**config.mk**
```make
export PLATFORM = sky130hd
export DESIGN_NAME = reg_file_ctrl
export DESIGN_NICKNAME = d
export VERILOG_FILES = /design/src/rtl/reg_file_ctrl_pkg.sv /design/src/rtl/rr_arb2.sv /design/src/rtl/reg_file_ctrl.sv
export SDC_FILE = /design/constraint.sdc
export NUM_CORES = 1
export LEC_CHECK = 0
export CAP_MARGIN = 20
export CORE_UTILIZATION = 31
export CTS_CLUSTER_SIZE = 16
export DETAILED_ROUTE_END_ITERATION = 12
export GPL_TIMING_DRIVEN = 0
export PLACE_DENSITY = 0.84
export SETUP_SLACK_MARGIN = 0.2
export SLEW_MARGIN = 20
export SYNTH_ARGS = -nofsm -noshare
export SYNTH_HDL_FRONTEND = slang
export SYNTH_SLANG_ARGS = --single-unit
```
**constraint.sdc**
```tcl
create_clock -name clk -period 3.2 [get_ports clk]
set_input_delay 0.48 -clock clk [delete_from_list [all_inputs] [get_ports clk]]
set_output_delay 0.48 -clock clk [all_outputs]
set_load 0.01 [all_outputs]
```
**src/rtl/reg_file_ctrl_pkg.sv**
```systemverilog
// Shared types and helpers for the register-file access controller.
package reg_file_ctrl_pkg;

  typedef enum logic [1:0] {
    INIT   = 2'd0,
    RUN    = 2'd1,
    LOCKED = 2'd2
  } state_t;

  typedef enum logic {
    CORE  = 1'b0,
    DEBUG = 1'b1
  } owner_t;

  // True when the address falls inside the attached register file.
  function automatic logic addr_ok(input logic [31:0] addr, input int unsigned num_regs);
    return addr < num_regs;
  endfunction

endpackage

```
**src/rtl/rr_arb2.sv**
```systemverilog
// Two-requester round-robin arbiter; lock hands the port to the debug requester only.
module rr_arb2
  import reg_file_ctrl_pkg::*;
(
  input  logic       clk,
  input  logic       rst_n,
  input  logic [1:0] req,
  input  logic       lock,
  input  logic       advance,
  output logic [1:0] gnt
);

  owner_t rr_next;

  always_comb begin
    gnt = 2'b00;
    if (lock) begin
      gnt[1] = req[1];
    end else if (req == 2'b11) begin
      gnt = (rr_next == CORE) ? 2'b01 : 2'b10;
    end else begin
      gnt = req;
    end
  end

  // Any unlocked grant, contested or not, hands priority to the other side.
  always_ff @(posedge clk or negedge rst_n) begin
    if (!rst_n) begin
      rr_next <= CORE;
    end else if (advance && !lock && (gnt != 2'b00)) begin
      rr_next <= gnt[0] ? DEBUG : CORE;
    end
  end

endmodule

```
**src/rtl/reg_file_ctrl.sv**
```systemverilog
// Register-file access controller: clear sweep after reset, then core/debug sharing
// of the 2-read/1-write port with a one-cycle read-return pipeline.
module reg_file_ctrl
  import reg_file_ctrl_pkg::*;
#(
  parameter int unsigned NUM_REGS  = 12,
  parameter int unsigned REG_WIDTH = 8,
  parameter int unsigned ADDR_W    = $clog2(NUM_REGS)
) (
  input  logic                 clk,
  input  logic                 rst_n,
  input  logic                 c_req,
  input  logic                 c_we,
  input  logic [ADDR_W-1:0]    c_addr_a,
  input  logic [ADDR_W-1:0]    c_addr_b,
  input  logic [REG_WIDTH-1:0] c_wdata,
  output logic                 c_gnt,
  output logic                 c_rvalid,
  output logic [REG_WIDTH-1:0] c_rdata_a,
  output logic [REG_WIDTH-1:0] c_rdata_b,
  input  logic                 d_req,
  input  logic                 d_we,
  input  logic [ADDR_W-1:0]    d_addr_a,
  input  logic [ADDR_W-1:0]    d_addr_b,
  input  logic [REG_WIDTH-1:0] d_wdata,
  output logic                 d_gnt,
  output logic                 d_rvalid,
  output logic [REG_WIDTH-1:0] d_rdata_a,
  output logic [REG_WIDTH-1:0] d_rdata_b,
  input  logic                 dbg_lock,
  output logic                 init_done,
  output logic                 rf_read,
  output logic                 rf_write,
  output logic [ADDR_W-1:0]    rf_rt_addr,
  output logic [ADDR_W-1:0]    rf_rs_addr,
  output logic [ADDR_W-1:0]    rf_rd_addr,
  output logic [REG_WIDTH-1:0] rf_rd_in,
  input  logic [REG_WIDTH-1:0] rf_rt_out,
  input  logic [REG_WIDTH-1:0] rf_rs_out
);

  localparam logic [ADDR_W-1:0] LAST_REG = ADDR_W'(NUM_REGS - 1);

  state_t               state, state_nxt;
  logic [ADDR_W-1:0]    init_ptr;
  logic [1:0]           req, gnt;
  logic                 issue_we;
  logic [ADDR_W-1:0]    issue_a, issue_b;
  logic [REG_WIDTH-1:0] issue_wd;
  logic                 vld_p1;
  owner_t               owner_p1;
  logic                 ok_a_p1, ok_b_p1;
  logic [REG_WIDTH-1:0] lane_a, lane_b;

  always_ff @(posedge clk or negedge rst_n) begin
    if (!rst_n) begin
      state    <= INIT;
      init_ptr <= '0;
    end else begin
      state <= state_nxt;
      if (state == INIT) begin
        init_ptr <= (init_ptr == LAST_REG) ? '0 : init_ptr + 1'b1;
      end
    end
  end

  always_comb begin
    state_nxt = state;
    unique case (state)
      INIT:    if (init_ptr == LAST_REG) state_nxt = RUN;
      RUN:     if (dbg_lock) state_nxt = LOCKED;
      LOCKED:  if (!dbg_lock) state_nxt = RUN;
      default: state_nxt = INIT;
    endcase
  end

  assign init_done = (state != INIT);
  assign req       = (state == INIT) ? 2'b00 : {d_req, c_req};

  rr_arb2 u_arb (
    .clk     (clk),
    .rst_n   (rst_n),
    .req     (req),
    .lock    (state == LOCKED),
    .advance (state == RUN),
    .gnt     (gnt)
  );

  assign c_gnt = gnt[0];
  assign d_gnt = gnt[1];

  assign issue_we = gnt[1] ? d_we     : c_we;
  assign issue_a  = gnt[1] ? d_addr_a : c_addr_a;
  assign issue_b  = gnt[1] ? d_addr_b : c_addr_b;
  assign issue_wd = gnt[1] ? d_wdata  : c_wdata;

  // Stage p0: drive the register-file port (sweep write, granted write, or read pair).
  always_comb begin
    rf_read    = 1'b0;
    rf_write   = 1'b0;
    rf_rt_addr = '0;
    rf_rs_addr = '0;
    rf_rd_addr = '0;
    rf_rd_in   = '0;
    if (state == INIT) begin
      if (rst_n) begin
        rf_write   = 1'b1;
        rf_rd_addr = init_ptr;
      end
    end else if (gnt != 2'b00) begin
      if (issue_we) begin
        rf_write   = addr_ok(32'(issue_a), NUM_REGS);
        rf_rd_addr = issue_a;
        rf_rd_in   = issue_wd;
      end else begin
        rf_read    = 1'b1;
        rf_rt_addr = issue_a;
        rf_rs_addr = issue_b;
      end
    end
  end

  // Stage p1: read data returns from the register file; route it to the owner.
  always_ff @(posedge clk or negedge rst_n) begin
    if (!rst_n) begin
      vld_p1   <= 1'b0;
      owner_p1 <= CORE;
    end else begin
      vld_p1   <= rf_read;
      owner_p1 <= gnt[1] ? DEBUG : CORE;
    end
  end

  always_ff @(posedge clk) begin
    ok_a_p1 <= addr_ok(32'(issue_a), NUM_REGS);
    ok_b_p1 <= addr_ok(32'(issue_b), NUM_REGS);
  end

  assign lane_a = ok_a_p1 ? rf_rt_out : '0;
  assign lane_b = ok_b_p1 ? rf_rs_out : '0;

  assign c_rvalid  = vld_p1 && (owner_p1 == CORE);
  assign d_rvalid  = vld_p1 && (owner_p1 == DEBUG);
  assign c_rdata_a = c_rvalid ? lane_a : '0;
  assign c_rdata_b = c_rvalid ? lane_b : '0;
  assign d_rdata_a = d_rvalid ? lane_a : '0;
  assign d_rdata_b = d_rvalid ? lane_b : '0;

endmodule
```
==> impl_metrics.py <==
metrics = {
    "layout": {
        "layout-area-overhead-vs-synth_pct": 116,
        "diodes": 0,
        "design_area_um2": 2300,
        "drive_gt1_frac": 0.0690,
        "nets": 318,
    },
    "detailed_routing": {
        "drc": 0,
        "wl_um": 4270,
        "viasPerCell": 4.84,
        "vias": 1477,
        "avgRoutedWirePerCell_um": 14.0,
        "detail-route-antenna-nets": 0,
        "drtIter0Drc": 46,
        "dr.pass1.iters": 5,
    },
    "logic_synthesis": {
        "syn_avg_cell_area_um2": 7.45,
        "synthArstFlopShare": 0.818,
        "synth.area.top_cells": "dfrtp_1 (21%), a22o_1 (14%), nor2_1 (12%), nand2_1 (10%), a221o_1 (4.7%)",
        "synth-edff-count": 0,
        "synth_ff_type": "dfrtp_1",
        "synth_top_cell_by_area": "dfrtp_1",
        "synth_cells": 143,
        "netlist_area_um2": 1070,
        "synth_nets": 199,
        "synth.distinct_cells": 31,
        "synth_seq_area_share": 0.249,
        "ys_ff_latch": 11,
        "ys_warn_count": 0,
        "synth_top_cell_area_share": 0.211,
    },
    "min_path": {
        "hp-class": "input port to async pin",
    },
    "cts": {
        "numClockSinks": 11,
        "clk_latency_ns": 0.27,
        "htreeDepth": 1,
        "cts_tree": "done",
        "cts_buffers": 3,
        "cts_root_buffer": "clkbuf_4",
        "clk_pin_slew_worst_paths_ns": 0.07,
        "cts-hold-fix-buffers": 0,
        "cts_max_path_buffers": 2,
    },
    "sta": {
        "fmax_ghz": 0.343,
        "holdWs_ns": 0.555,
        "finalSetupTns_ns": 0,
        "rsz0062_at_grt": "no",
        "setup_ws_ns": 0.282,
        "min_period_over_period": 0.912,
        "finalClockSkew_ns": 0.000880,
        "relSlewSlack": 0.652,
        "worst_pin_slew_ns": 0.521,
        "finalHoldViolations": 0,
        "setup_viol": 0,
        "slew_viol_final": 0,
        "post-route-min-period_ns": 2.92,
    },
    "worst_setup_path": {
        "cp.arrival_ns": 2.44,
        "worst-setup-path-type": "input port to output port",
        "critPathRequiredTime_ns": 2.72,
        "cp_slowest_cell": "clkdlybuf4s50_1",
        "critPathMaxStageDelay_ns": 0.70,
        "worst-path-max-fanout": 10,
        "crit_chain": "clkdlybuf4s50_1, nand2_1, nor3_2, buf_6, a221o_1, clkdlybuf4s50_1",
        "start_kind": "input port",
        "path_common_cell": "clkdlybuf4s50_1",
        "crit_path_end_kind": "output port",
    },
    "run_status": {
        "status": "completed",
    },
    "die": {
        "fp.coreArea_um2": 3150,
        "die_w_um": 60.6,
        "rows": 20,
        "dieArea_um2": 3680,
        "die_h_um": 60.6,
        "ios": 114,
        "initial_utilization": 0.338,
    },
    "global_route": {
        "overflow": 0,
        "grt_pass1_wl_um": 6270,
        "grt_pass1_vias": 1330,
        "antenna_found_initial": 0,
        "track_usage": 0.227,
        "grt_max_degree": 15,
    },
    "power_and_ir_drop": {
        "max-vdd-ir-drop_uv": 461,
        "power_density_nw_per_um2": 530,
        "leakagePower_uw": 0.000938,
    },
    "place": {
        "dp_hpwl_um": 3600,
        "post-place-ws_ns": 0.235,
        "gp_congestion": 0.796,
        "place_area_um2": 2250,
        "io_buffer_count": 113,
    },
    "job": {
        "cap_violations": 0,
    },
}
[Yosys cell counts (3+ instances only)]
| master | instances |
|---|---|
| and3_1 | 4 |
| dfrtp_1 | 9 |
| a221o_1 | 5 |
| nor2_1 | 33 |
| inv_1 | 4 |
| and2_1 | 3 |
| a22o_1 | 17 |
| clkbuf_1 | 5 |
| mux2_1 | 3 |
| nand2_1 | 29 |
| o21ai_0 | 4 |
| nor3_1 | 3 |
[registers in the layout, summed over array words and instances (netlist names)]
register       cells
state              2
ok_b_p1            1
init_ptr           4
u_arb.rr_next      1
owner_p1           1
ok_a_p1            1
vld_p1             1
[layout by cell type (no fill, tap or decap)]
cell type	n
clkdlybuf4s50_1	113
nor2_1	33
nand2_1	29
a22o_1	17
dfrtp_1	9
clkbuf_1	6
a221o_1	5
buf_4	4
inv_1	4
and3_1	4
o21ai_0	4
mux2_1	3
and2_1	3
nor3_1	3
clkbuf_4	3
buf_6	2
a211oi_4	2
mux2_2	2
dfxtp_1	2
a21oi_1	1
nor2_2	1
and3b_4	1
nor3_2	1
nand2b_1	1
nor3b_4	1
nor4b_4	1
or2_1	1
o31ai_1	1
xor2_1	1
nor2b_1	1
o31a_1	1
ha_1	1
[metrics by stage]
step | std cells | total power (µW) | util
detailed placement | 300 | 1120 | 0.714
floorplan | 143 | 727 | -
global route | 305 | 1320 | 0.731
finish | 305 | 1220 | 0.731
CTS | 304 | 1220 | 0.723
global placement | 300 | 1100 | 0.714
[repair_timing]
| action | in CTS | in global routing |
|---|---|---|
| gates resized for setup | 0 | 4 |
| setup buffers | 0 | 1 |
| endpoints found under the setup margin | 0 | 12 |
[path summary, 6_finish.rpt]
kind | startpoint | to | slack, ns | cells after the start
worst max-delay path | d_req | rf_rd_addr[2] | 0.28 | 6
worst min-delay path | rst_n | init_ptr[2]$_DFFE_PN0P_ | 0.56 | 1
worst max register to register | u_arb.rr_next$_DFFE_PN0P_ | ok_a_p1$_DFF_P_ | 1.67 | 3
worst min register to register | init_ptr[0]$_DFFE_PN0P_ | init_ptr[0]$_DFFE_PN0P_ | 0.56 | 2
max in group asynchronous | rst_n | owner_p1$_DFF_PN0_ | 2.30 | 1
min in group clk | init_ptr[0]$_DFFE_PN0P_ | init_ptr[0]$_DFFE_PN0P_ | 0.56 | 2
[cells by family (layout without fill, tap and decap cells)]
group | after synthesis | in the layout | share of synthesized area
xor gates and xnor gates | 1 | 1 | 0.00822
buffers and inverters | 14 | 132 | 0.0716
and+or+nand+nor | 80 | 80 | 0.358
DFF | 11 | 11 | 0.249
AOI/OAI and AO/OA | 31 | 31 | 0.249
muxes | 5 | 5 | 0.0528
adders and majority gates | 1 | 1 | 0.0117
[critical path: cells and delay by family]
kind,cells,cell delay (ns)
simple gates,2,0.36
compound gates,1,0.16
buf+inv,3,1.44
[report_power, final]
part,leakage (µW),internal [µW],switching (µW),total [µW]
clock,0.0000150,48.2,46.1,94.4
sequential,0.000129,198,56.4,254
combinational,0.000794,488,385,873
[layout make-up]
cell class / count / area [µm²]
clock buffer: 4 / 26.3
inverter: 4 / 15.0
multi-input combinational: 118 / 739
tap: 44 / 55.1
sequential: 11 / 265
buffer: 10 / 63.8
fill: 267 / 850
timing repair buffer: 114 / 1140
[layer usage]
metal  global-route usage  vias to the layer above  wire, µm
met4               0.0844                        0       101
li1                     -                      735         -
met3               0.0490                       11       367
met5                    0                        -         0
met2                0.402                       62      2100
met1                0.267                      669      1710
(Power assumes the default switching activity.)
